### src/rtl/mosby_bus_pkg.sv
// Shared types and constants for the CPU memory-bus arbiter.
package mosby_bus_pkg;

  typedef enum logic [1:0] {
    IDLE   = 2'd0,
    ACCESS = 2'd1,
    DONE   = 2'd2,
    HOLD   = 2'd3
  } state_t;

  localparam logic W_RD_READ  = 1'b0;
  localparam logic W_RD_WRITE = 1'b1;

  localparam int DEFAULT_ADDR_W = 16;

endpackage

### src/rtl/prio_pick.sv
// Age-aware fixed-priority picker: aged requesters first, lowest index wins.
module prio_pick #(
  parameter int N = 3
) (
  input  logic [N-1:0] req,
  input  logic [N-1:0] aged,
  output logic [N-1:0] win
);

  logic [N-1:0] cand;

  always_comb begin
    // NOTE: every combinational output gets a default first so no latch is inferred.
    cand = (|aged) ? aged : req;
    win  = cand & (~cand + N'(1));  // isolate lowest set bit
  end

endmodule

### src/rtl/mem_bus_arbiter.sv
// Shares one external memory port between N_REQ requesters with aging and RMW lock.
module mem_bus_arbiter
  import mosby_bus_pkg::*;
#(
  parameter int N_REQ    = 3,
  parameter int ADDR_W   = DEFAULT_ADDR_W,
  parameter int MAX_WAIT = 7
) (
  input  logic                    clk_2,
  input  logic                    rst_n,
  input  logic [N_REQ-1:0]        req,
  input  logic [N_REQ-1:0]        lock,
  input  logic [N_REQ*ADDR_W-1:0] addr_in,
  input  logic [N_REQ*8-1:0]      wdata_in,
  input  logic [N_REQ-1:0]        w_rd_in,
  output logic [N_REQ-1:0]        gnt,
  output logic [N_REQ-1:0]        done,
  output logic [7:0]              rdata,
  output logic                    busy,
  output logic                    mem_en,
  output logic [ADDR_W-1:0]       mem_addr,
  output logic [7:0]              mem_wdata,
  output logic                    mem_w_rd,
  input  logic                    mem_rdy,
  input  logic [7:0]              mem_rdata
);

  localparam int AGE_W = $clog2(MAX_WAIT + 1);
  localparam int OWN_W = (N_REQ > 1) ? $clog2(N_REQ) : 1;
  localparam logic [AGE_W-1:0] AGE_MAX = AGE_W'(MAX_WAIT);

  state_t            state;
  logic [OWN_W-1:0]  owner;
  logic [AGE_W-1:0]  age [N_REQ];

  logic [N_REQ-1:0]  aged;
  logic [N_REQ-1:0]  win;
  logic [N_REQ-1:0]  grant_now;
  logic [OWN_W-1:0]  win_idx;
  logic [OWN_W-1:0]  ld_idx;
  logic [ADDR_W-1:0] ld_addr;
  logic [7:0]        ld_wdata;
  logic              ld_w_rd;

  always_comb begin
    aged = '0;
    for (int i = 0; i < N_REQ; i++) aged[i] = req[i] && (age[i] == AGE_MAX);
  end

  prio_pick #(.N(N_REQ)) u_pick (
    .req  (req),
    .aged (aged),
    .win  (win)
  );

  assign grant_now = (state == IDLE) ? win : '0;

  // In HOLD the owner reloads its own request; otherwise the picker's winner is loaded.
  always_comb begin
    win_idx = '0;
    for (int i = N_REQ - 1; i >= 0; i--) if (win[i]) win_idx = OWN_W'(i);
    ld_idx   = (state == HOLD) ? owner : win_idx;
    ld_addr  = '0;
    ld_wdata = '0;
    ld_w_rd  = W_RD_READ;
    for (int i = 0; i < N_REQ; i++) begin
      if (ld_idx == OWN_W'(i)) begin
        ld_addr  = addr_in[i*ADDR_W +: ADDR_W];
        ld_wdata = wdata_in[i*8 +: 8];
        ld_w_rd  = w_rd_in[i];
      end
    end
  end

  // NOTE: age counters are plain flops, not a RAM, so they take the async reset too.
  always_ff @(posedge clk_2 or negedge rst_n) begin
    if (!rst_n) begin
      for (int i = 0; i < N_REQ; i++) age[i] <= '0;
    end else begin
      for (int i = 0; i < N_REQ; i++) begin
        if (!req[i] || gnt[i] || grant_now[i]) age[i] <= '0;
        else if (age[i] != AGE_MAX)            age[i] <= age[i] + AGE_W'(1);
      end
    end
  end

  // NOTE: sequential state uses <= so every flop sees pre-edge values of the others.
  always_ff @(posedge clk_2 or negedge rst_n) begin
    if (!rst_n) begin
      state     <= IDLE;
      owner     <= '0;
      gnt       <= '0;
      done      <= '0;
      rdata     <= '0;
      busy      <= 1'b0;
      mem_en    <= 1'b0;
      mem_addr  <= '0;
      mem_wdata <= '0;
      mem_w_rd  <= 1'b0;
    end else begin
      done <= '0;
      case (state)
        IDLE: begin
          if (|req) begin
            owner     <= win_idx;
            gnt       <= win;
            mem_addr  <= ld_addr;
            mem_wdata <= ld_wdata;
            mem_w_rd  <= ld_w_rd;
            mem_en    <= 1'b1;
            busy      <= 1'b1;
            state     <= ACCESS;
          end
        end
        ACCESS: begin
          if (mem_rdy) begin
            if (mem_w_rd == W_RD_READ) rdata <= mem_rdata;
            done   <= gnt;
            mem_en <= 1'b0;
            if (|(lock & gnt)) begin
              state <= HOLD;
            end else begin
              gnt   <= '0;
              state <= DONE;
            end
          end
        end
        DONE: begin
          busy  <= 1'b0;
          state <= IDLE;
        end
        HOLD: begin
          if (|(req & gnt)) begin
            mem_addr  <= ld_addr;
            mem_wdata <= ld_wdata;
            mem_w_rd  <= ld_w_rd;
            mem_en    <= 1'b1;
            state     <= ACCESS;
          end else if (!(|(lock & gnt))) begin
            gnt   <= '0;
            busy  <= 1'b0;
            state <= IDLE;
          end
        end
        default: state <= IDLE;
      endcase
    end
  end

endmodule

### config.mk
export PLATFORM = sky130hd
export DESIGN_NAME = mem_bus_arbiter
export DESIGN_NICKNAME = d
export VERILOG_FILES = /design/src/rtl/mosby_bus_pkg.sv /design/src/rtl/prio_pick.sv /design/src/rtl/mem_bus_arbiter.sv
export SDC_FILE = /design/constraint.sdc
export NUM_CORES = 1
export LEC_CHECK = 0
export ABC_AREA = 1
export CAP_MARGIN = 0
export CORE_MARGIN = 3
export CORE_UTILIZATION = 43
export CTS_CLUSTER_SIZE = 14
export DETAILED_ROUTE_END_ITERATION = 8
export MAX_ROUTING_LAYER = met4
export PLACE_DENSITY = 0.81
export SLEW_MARGIN = 30
export SYNTH_ARGS = -nofsm -noshare
export SYNTH_HDL_FRONTEND = slang
export SYNTH_SLANG_ARGS = --single-unit
### constraint.sdc
create_clock -name clk_2 -period 2.8 [get_ports clk_2]
set_input_delay 0.56 -clock clk_2 [delete_from_list [all_inputs] [get_ports clk_2]]
set_output_delay 0.56 -clock clk_2 [all_outputs]
set_load 0.01 [all_outputs]
; Yosys cells after proc, flatten, opt, wreduce, memory -nomap -nowiden
; Index checks and enable logic that the tools add are counted.
[word_totals]
inputBits = 92
wordCells = 120
output_inout_bits = 41
reg_bits = 54
[op_classes]
n_mux = 50
reduce_logical = 31
eq_ne = 17
add_sub_neg = 4
n_bitwise = 5
[op_table]
columns = op, count
row1 = $mux W16, 5
row2 = $mux W3, 14
row3 = $mux W8, 5
row4 = $pmux W16 S2, 1
row5 = $mux W2, 8
row6 = $pmux W8 S2, 1
row7 = $add A3 B1 Y3 const B, 4
row8 = $reduce_and A4 Y1, 3
row9 = $reduce_or A3 Y1, 4
row10 = $mux W1, 11
row11 = $and A3 B3 Y3, 3
row12 = $eq A3 B3 Y1 const B, 3
row13 = $ne A3 B3 Y1 const B, 3
row14 = $pmux W3 S3, 1
row15 = $reduce_and A3 Y1, 3
row16 = $pmux W2 S4, 1
row17 = $reduce_bool A2 Y1, 4
row18 = $eq A2 B2 Y1 const B, 3
row19 = $logic_or A1 B1 Y1, 6
row20 = $ne A2 B2 Y1 const B, 3
row21 = $pmux W1 S3, 2
row22 = $reduce_bool A3 Y1, 2
row23 = $eq A2 B1 Y1 const B, 2
row24 = $logic_not A2 Y1, 2
row25 = other kinds (8), 13

; Depth between registers and ports, before layout
; Gate-level depths: netlist (run 1).
[logic_depth]
ltp_word = 17
ltp_mapped = 15
mapped_depth_nobuf = 14

; Cells and area by module
; From an unflattened synthesis (run 1), not the netlist that was laid out.
[hier_totals]
cells_unflattened = 477
hier_area_um2 = 3305.7
[modules_own_cells]
columns = module, area_per_inst_um2, seq_area_each_um2, cells_each, n_inst
row1 = mem_bus_arbiter, 3239.4, 1351.3, 463, 1
row2 = prio_pick, 66.3, 0.0, 14, 1

; Least setup slack after synthesis (run 1)
; OpenSTA, ideal clock, no wires.
[synth_path]
kind = register to register
start = register age[3] (netlist bit)
end = register mem_addr[4]
setup_ns = 0.116
period_less_slack_ns = 1.985
required_time_ns = 2.684
n_path_buf = 1
path_slack_ns = 0.815
path_stages_with_launch = 16
t_arrival_ns = 1.869
path_cell_list = dfrtp_1 -> ha_1 -> ha_1 -> nand2_2 -> nand2_1 -> nand2_1 -> nand2_1 -> nor2_2 -> nand3_4 -> nand2_4 -> buf_6 -> nand3_1 -> nand2_1 -> inv_1 -> nand2_1 -> nand2_1
[synth_between]
elab_chain_cells = 17
word_cells_on_any_way = 20
cone_classes = 1 x add/sub / 3 x eq/ne / 11 x mux / 2 x bitwise / 3 x reduce/logical
[synth_lines]
columns = item, line
row1 = from (decl), mem_bus_arbiter.sv:34  ; logic [AGE_W-1:0] age [N_REQ];
row2 = "from (signal, indexed assignment)", mem_bus_arbiter.sv:81  ; if (!req[i] || gnt[i] || grant_now[i]) age[i] <= '0;
row3 = $eq A3 B3 Y1 *, mem_bus_arbiter.sv:47  ; for (int i = 0; i < N_REQ; i++) aged[i] = req[i] && (age[i] == AGE_MAX);
row4 = $logic_and A1 B1 Y1 *, mem_bus_arbiter.sv:47
row5 = $reduce_or A3 Y1, prio_pick.sv:14  ; cand = (|aged) ? aged : req;
row6 = $mux W3 *, prio_pick.sv:14
row7 = $not A3 Y3, prio_pick.sv:15  ; win = cand & (~cand + N'(1));
row8 = $add A3 B1 Y3, prio_pick.sv:15
row9 = $and A3 B3 Y3 *, prio_pick.sv:15
row10 = $mux W2 (2 in series), mem_bus_arbiter.sv:61  ; for (int i = N_REQ - 1; i >= 0; i--) if (win[i]) win_idx = OWN_W'(i);
row11 = $mux W2 *, mem_bus_arbiter.sv:61
row12 = $mux W2 *, mem_bus_arbiter.sv:62  ; ld_idx = (state == HOLD) ? owner : win_idx;
row13 = $logic_not A2 Y1, mem_bus_arbiter.sv:67  ; if (ld_idx == OWN_W'(i)) begin
row14 = $mux W16 (2 in series), mem_bus_arbiter.sv:67
row15 = $mux W16 *, mem_bus_arbiter.sv:67
row16 = "$mux W16, on equally long branches", "mem_bus_arbiter.sv:133, mem_bus_arbiter.sv:104"
row17 = $pmux W16 S2 *, mem_bus_arbiter.sv:102  ; case (state)
row18 = to (signal assigned), mem_bus_arbiter.sv:107  ; mem_addr <= ld_addr;
row19 = to (signal assigned), mem_bus_arbiter.sv:134  ; mem_addr <= ld_addr;
row20 = to (decl), mem_bus_arbiter.sv:21  ; output logic [ADDR_W-1:0] mem_addr,
; Every way passes the cells marked *; elsewhere a longest branch is shown, timed or not. The select of a mux whose other input is x is not followed.
; A chain may end at the register's enable or synchronous reset.

; Worst setup path in the final report (run 1)
[layout_path]
start = register age[0] (netlist bit)
end = register mem_addr[3]
; Same word-level chain as after synthesis.

==> parameters.txt, run 1 <==
Parameter                              Value

STA
  Fin crit period    2350 ps
  Tcrit/Tclk final    0.838
  Setup_tns    0 ps
  Slew of the pin with the lowest slew margin    565 ps
  Setup repair after global routing missed its margin    no
  Total of endpoints with negative setup slack in the final report    0
  Final number of hold-violating endpoints    0
  Number of pins with negative max-slew slack in the final report    0
  Worst hold slack    183 ps
  Highest clock frequency the design can meet    426 MHz
  Slew margin rel.    0.622
  Clock tree skew after final layout    6.17 ps

Floorplanning
  Total die area    0.00849 sq mm
  Die Y    92.1 um
  Number of placement rows    30
  Initial core utilization    0.457
  Core Footprint    0.00698 sq mm
  I/O pin count    133
  Horizontal die dimension    92.1 um

Clock tree
  CTS tree    built
  Number of hold buffers added after CTS    0
  Root buf cell    sky130_fd_sc_hd__clkbuf_8
  Worst-path clk slew    100 ps
  Later-pin clock latency in the skew report    300 ps
  H-Tree Level Count    2
  Post-cts gate resize count    0
  Total setup buffers inserted after CTS    0
  Clock net sink count    54
  Longest Clk Path Bufs    2
  Number of buffers added by the clock tree synthesis step    5

Detailed routing
  Starting DRT DRC Count    141
  Pre-antenna DRT Iters    4
  Drt wl/cell    13.1 um
  DRC violations left    0
  Detail Route Antenna Nets    0
  Detailed-route vias per instance    4.75
  Via total after detailed routing    3177
  Post-detailed-routing wire length    8.76 mm

Logic synthesis
  Area of the mapped netlist    0.00319 sq mm
  Top cells by area in the synthesized netlist    sky130_fd_sc_hd__dfrtp_1 (42%), sky130_fd_sc_hd__nand2_1 (21%), sky130_fd_sc_hd__nand3_1 (6.7%)
  Cell variety after synth    30
  Synth area leader    sky130_fd_sc_hd__dfrtp_1
  Dominant combinational cell family by area after synthesis    simple AND/OR/NAND/NOR gates
  Basic-gate share of the synthesized area counting and, or, nand and nor cells    0.352
  Portion of netlist area occupied by mux cells    0.0282
  Count of flip-flops with a built-in enable after synthesis    0
  Synth top area share    0.424
  Sequential element share of the synthesized area    0.424
  Most common flop cell mapped by yosys    sky130_fd_sc_hd__dfrtp_1
  Fraction of the mapped netlist area in compound gates    0.0647
  Synth warn    0
  Syn Area/Cell    7.23 sq um
  XOR/XNOR Fraction of Synth Area    0.00824
  Number of instances in the synthesized netlist    441
  Synth Net Count    539
  Adder-cell area share of the yosys netlist    0.0235
  Synthesized flop and latch total    54
  Proportion of register bits with asynchronous set or reset after synthesis    1.00

Placed design
  Inst Count DP    661
  Placer Congestion    0.850
  Dpl cell area    0.00460 sq mm
  Number of buffers added on ports    132
  Post-DP HPWL    6.86 mm

Layout
  Sequential standard cell area    0.00135 sq mm
  Final cell count without fillers    669
  Post-Layout Inst Area    0.00470 sq mm
  Final nets    670
  Fill count    605
  Antenna diodes    0
  Area occupied by multi-input gates    0.00152 sq mm
  Fraction of layout instances using a drive strength above 1    0.0716
  Layout Area Growth over Synthesis    47.4%

Job
  Max-capacitance violation count    0

Global routing
  Initial antenna violation count    0
  Wire length of the first global-routing pass    14.5 mm
  GR Overflow Total    0
  GRT Total Usage    0.214
  Number of global-route vias before repair    3142
  Maximum number of pins on one net before global-route repair    33

Setup path
  Highest net fanout along the worst path    30
  Worst Path Required    3000 ps
  CP startpoint kind    register
  Crit end category    register
  Category of the critical setup timing path    register to register
  Signal arrival time at the worst endpoint    2540 ps

Run status
  Result of the run    completed

Power
  P per Cell Area    867 mW/mm^2
  P_leak    2.40 nW
  Max IR drop VDD    0.402 mV

Worst hold path
  Hold Crit Class    input port to async pin
==> path summary, 6_finish.rpt <==
path / slack, ps / startpoint / endpoint / depth (start not counted)
setup / recovery: 450 / age[0]$_DFFE_PN0P_ / mem_addr[3]$_DFFE_PN0P_ / 15
hold / removal: 180 / rst_n / mem_addr[11]$_DFFE_PN0P_ / 1
setup reg to reg: 450 / age[0]$_DFFE_PN0P_ / mem_addr[3]$_DFFE_PN0P_ / 15
hold reg to reg: 480 / mem_en$_DFFE_PN0P_ / mem_en$_DFFE_PN0P_ / 2
max in group asynchronous: 1980 / rst_n / mem_addr[2]$_DFFE_PN0P_ / 2
min in group clk_2: 480 / mem_en$_DFFE_PN0P_ / mem_en$_DFFE_PN0P_ / 2
==> flip-flops by register name, summed over array words and instances, names as in the netlist, 2 cells and up <==
name and flops:
rdata 8, age 9, gnt 3, owner 2, mem_wdata 8, done 3
mem_addr 16, state 2
==> Yosys cell counts (all sizes together) (3+ instances only) <==
cell type  number
mux2            8
inv            58
a21oi           6
ha              6
nor2           16
o21ai          32
nand3b          6
dfrtp          54
nand2         186
nand3          45
xor2            3
buf            11
clkbuf          4
==> worst max-delay path, cell delays in order (launching register included) <==
cell                      delay (ps)
sky130_fd_sc_hd__dfrtp_1         420
sky130_fd_sc_hd__ha_1            240
sky130_fd_sc_hd__ha_1            260
sky130_fd_sc_hd__nand2_1         130
sky130_fd_sc_hd__nand3_2          80
sky130_fd_sc_hd__nand2_2          80
sky130_fd_sc_hd__nand2_2         100
sky130_fd_sc_hd__nand2_2          90
sky130_fd_sc_hd__nand2_2          60
sky130_fd_sc_hd__nand2_4         280
sky130_fd_sc_hd__buf_12          200
sky130_fd_sc_hd__nand3_1          80
sky130_fd_sc_hd__nand2_1          60
sky130_fd_sc_hd__inv_1            40
sky130_fd_sc_hd__nand2_1          60
sky130_fd_sc_hd__nand2_1          50
==> area by class of cell <==
type | count | share of cell area
Clock buffer | 6 | 0.0176
Inverter | 58 | 0.0463
Multi-Input combinational cell | 314 | 0.324
Tap cell | 96 | 0.0256
Clock inverter | 2 | 0.00266
Timing Repair Buffer | 139 | 0.297
Sequential cell | 54 | 0.288
==> metal layers <==
metal,GRT usage,up-vias,share of wire
met5,-,-,0
met4,0.0743,0,0.024
met3,0.0328,17,0.044
met2,0.347,98,0.49
met1,0.275,1429,0.44
li1,-,1633,-
==> cell usage in the layout (no fill, tap or decap), types with 3 or more instances in the layout <==
cell type | synthesis | routed
sky130_fd_sc_hd__dfrtp_1 | 54 | 54
sky130_fd_sc_hd__nor2_1 | 14 | 14
sky130_fd_sc_hd__a21oi_1 | 6 | 6
sky130_fd_sc_hd__o21ai_0 | 22 | 22
sky130_fd_sc_hd__inv_1 | 56 | 56
sky130_fd_sc_hd__nand2_2 | 8 | 8
sky130_fd_sc_hd__nand3b_1 | 6 | 6
sky130_fd_sc_hd__o21ai_1 | 10 | 10
sky130_fd_sc_hd__nand2_1 | 176 | 176
sky130_fd_sc_hd__buf_4 | 1 | 5
sky130_fd_sc_hd__nand3_1 | 43 | 43
sky130_fd_sc_hd__clkdlybuf4s50_1 | 0 | 131
sky130_fd_sc_hd__clkbuf_8 | 0 | 6
sky130_fd_sc_hd__xor2_1 | 3 | 3
sky130_fd_sc_hd__ha_1 | 6 | 6
sky130_fd_sc_hd__mux2_2 | 8 | 8
==> stage by stage <==
step	utilization	setup slack (ps)	power (mW)
floorplan	-	815	2.65
global placement	0.659	289	3.57
detailed placement	0.659	216	3.65
CTS	0.673	470	4.11
global route	0.673	264	4.45
finish	0.673	455	4.07
==> power breakdown <==
| group | switching, mW | leakage [nW] | total [mW] | internal (mW) |
|---|---|---|---|---|
| Sequential | 0.209 | 0.679 | 1.33 | 1.12 |
| Combinational | 1.21 | 1.67 | 2.29 | 1.08 |
| Clock | 0.251 | 0.0472 | 0.450 | 0.199 |
| Total | 1.67 | 2.40 | 4.07 | 2.41 |
==> logic make-up (layout without fill, tap and decap cells) <==
family,Yosys count,count (layout)
adders and majority gates,6,6
buffers and inverters,73,205
DFF,54,54
AOI/OAI and AO/OA,40,40
xor gates and xnor gates,3,3
and+or+nand+nor,257,257
muxes,8,8
Note: power is estimated with default switching activity, not from simulation.
==> inputs of run 2 (changes only) <==
Clock period 2.8 ns to 2.2 ns, I/O delays scaled along.
==> run 2 against run 1 <==
Flip-flop and latch count is the same. Highest routed layer unchanged. Combinational power increased by 41%. Non-clock buffer count up 14. Hold slack worse by 110 ps.
==> parameters.txt, run 2 (same netlist as run 1, synthesis figures left out) <==
Parameter                              Value

Detailed routing
  Detailed-route vias per instance    4.88 (+2.8%)
  Starting DRT DRC Count    157 (+11%)
  Pre-antenna DRT Iters    5 (+1)
  Post-detailed-routing wire length    9.45 mm (+7.9%)
  Via total after detailed routing    3335 (+5.0%)
  Detail Route Antenna Nets    0 (unchanged)
  DRC violations left    0 (unchanged)
  Drt wl/cell    13.8 um (+5.7%)

Floorplanning
  Total die area    0.00849 sq mm (unchanged)
  Number of placement rows    30 (unchanged)
  Initial core utilization    0.457 (unchanged)
  Die Y    92.1 um (unchanged)
  Core Footprint    0.00698 sq mm (unchanged)
  I/O pin count    133 (unchanged)
  Horizontal die dimension    92.1 um (unchanged)

Layout
  Most frequent cells in the layout    sky130_fd_sc_hd__nand2_1 (175), sky130_fd_sc_hd__clkdlybuf4s50_1 (131), sky130_fd_sc_hd__inv_1 (56)
  Most common cell after layout, fill and taps aside    sky130_fd_sc_hd__nand2_1
  Number of flip-flops under the largest register name    16 (unchanged)
  Fraction of layout instances using a drive strength above 1    0.102 (+0.0307)
  Sequential standard cell area    0.00135 sq mm (unchanged)
  Final nets    684 (+2.1%)
  Layout Area Growth over Synthesis    55.3%
  Fill count    552 (-8.8%)
  Largest registers in the final layout    mem_addr x16, age x9
  Antenna diodes    0 (unchanged)
  Area occupied by multi-input gates    0.00158 sq mm (+4.1%)
  Register containing the most flip-flops in the final layout    mem_addr

Setup path
  Crit-path cells    ha_1, ha_2, nand2_2, nand4_1, nand2_2, nand2_2, nand2_2, nand2_8, nor2_8, nand2_1, nand2_1, nand2_1, nand2_1
  Highest net fanout along the worst path    18 (-40%)
  Critical path's slowest cell    sky130_fd_sc_hd__dfrtp_1
  CP peak stage delay    400 ps (-20 ps)
  Category of the critical setup timing path    register to register
  Crit end category    register
  Signal arrival time at the worst endpoint    2310 ps (-230 ps)
  Worst Path Required    2450 ps (-550 ps)
  CP startpoint kind    register

STA
  Clock tree skew after final layout    7.48 ps (+1.31 ps)
  Fin crit period    2060 ps (-284 ps)
  Total of endpoints with negative setup slack in the final report    0 (unchanged)
  Slew margin rel.    0.682 (+0.0599)
  Number of pins with negative max-slew slack in the final report    0 (unchanged)
  Setup_tns    0 ps (unchanged)
  Highest clock frequency the design can meet    485 MHz (+14%)
  Slew of the pin with the lowest slew margin    476 ps (-88.6 ps)
  Tcrit/Tclk final    0.937 (+0.0995)
  Final number of hold-violating endpoints    0 (unchanged)

Clock tree
  CTS tree    built
  Root buf cell    sky130_fd_sc_hd__clkbuf_8
  Number of hold buffers added after CTS    0 (unchanged)
  Clock net sink count    54 (unchanged)
  Worst-path clk slew    100 ps (about the same)
  H-Tree Level Count    2 (unchanged)
  Longest Clk Path Bufs    2 (unchanged)
  Later-pin clock latency in the skew report    310 ps (about the same)
  Number of buffers added by the clock tree synthesis step    5 (unchanged)

Job
  Max-capacitance violation count    0 (unchanged)

Global routing
  Wire length of the first global-routing pass    15.0 mm (+3.7%)
  GR Overflow Total    0 (unchanged)
  Initial antenna violation count    0 (unchanged)
  Global routing met2 resource utilization    0.371 (+0.0243)
  Maximum number of pins on one net before global-route repair    37 (+12%)
  Number of global-route vias before repair    3314 (+5.5%)
  GRT Total Usage    0.223 (+0.00836)
  Global-route met3 utilization    0.0336 (+0.000820)
  Met1 Track Usage GR    0.280 (+0.00453)
  Peak-usage layer in the global routing report    met2

Placed design
  Placer Congestion    0.880 (+3.5%)
  Number of buffers added on ports    132 (unchanged)
  Post-DP HPWL    7.17 mm (+4.6%)

Power
  P_leak    2.49 nW (+3.7%)
  Part of the total power dissipated in the clock network    0.117 (+0.006)
  Portion of total power attributed to combinational logic    0.579 (+0.017)
  Max IR drop VDD    0.650 mV (+62%)
  Part of the total power dissipated in sequential elements    0.303 (-0.024)
  Switching Power    2.24 mW (+34%)
  Overall power    5.60 mW (+37%)
  Sw Ratio    0.400 (-0.00939)
  P per Cell Area    1130 mW/mm^2 (+30%)
  Total internal power    3.36 mW (+40%)

Run status
  Result of the run    completed

Worst hold path
  Hold Crit Class    input port to async pin
-- run 2: cell count changes in the layout (fill, tap and decap cells not counted), moves of 3 or more --
cell	delta
sky130_fd_sc_hd__buf_4	+7
sky130_fd_sc_hd__ha_1	-5
sky130_fd_sc_hd__buf_6	+3
sky130_fd_sc_hd__ha_2	+3
-- run 2: worst paths after layout --
path,startpoint,depth (start not counted),end,slack [ps]
worst max-delay path,age[0]$_DFFE_PN0P_,13,mem_addr[13]$_DFFE_PN0P_,140
worst min-delay path,rst_n,1,mem_addr[11]$_DFFE_PN0P_,70
worst max register to register,age[0]$_DFFE_PN0P_,13,mem_addr[13]$_DFFE_PN0P_,140
worst min register to register,mem_addr[7]$_DFFE_PN0P_,2,mem_addr[7]$_DFFE_PN0P_,490
max in group asynchronous,rst_n,2,age[5]$_DFFE_PN0P_,1570
min in group clk_2,mem_addr[7]$_DFFE_PN0P_,2,mem_addr[7]$_DFFE_PN0P_,490
-- run 2: per-layer routing --
| metal | wire length, um | up-vias | share of wire |
|---|---|---|---|
| met5 | 0 | - | 0 |
| met4 | 218 | 0 | 0.023 |
| met3 | 595 | 21 | 0.063 |
| met2 | 4730 | 140 | 0.50 |
| met1 | 3900 | 1513 | 0.41 |
| li1 | - | 1661 | - |
-- run 2: critical path, delay by kind of cell, from the launching register on --
kind                       cells  cell delay (ps)
and+or+nand+nor               11             1170
DFF                            1              400
adders and majority gates      2              420
-- run 2: repair_timing --
item,in CTS,in global routing
gates resized for setup,0,15
endpoints found under the hold margin,0,0
setup endpoints to repair,0,25
setup buffers,0,2
-- run 2: power by group through the flow --
stage | Clock (mW) | Combinational [mW] | Sequential [mW]
finish | 0.657 | 3.24 | 1.70
global route | 0.713 | 3.62 | 1.76
CTS | 0.667 | 3.12 | 1.70
detailed placement | 0 | 3.10 | 1.71
global placement | 0 | 3.00 | 1.69
floorplan | 0 | 1.53 | 1.84
-- run 2: cell type report --
class,count,area share
inverters,58,0.0440
clock inverters,2,0.00758
repair buffers,153,0.317
clock buffers,6,0.0147
multi-input cells,314,0.320
well taps,96,0.0242
flip-flops and latches,54,0.273
-- run 2: metrics by stage --
stage | cell area (sq um) | worst slack (ps) | hold WS, ps | instances | util
after CTS | 4810 | 14.2 | 91.2 | 679 | 0.690
after detailed placement | 4700 | -14.8 | 424 | 671 | 0.674
after global placement | 4700 | 42.7 | 426 | 671 | 0.674
after global routing | 4950 | -6.21 | 85.1 | 683 | 0.709
final | 4950 | 138 | 70.8 | 683 | 0.709
after floorplan | 3190 | 215 | 144 | 441 | -
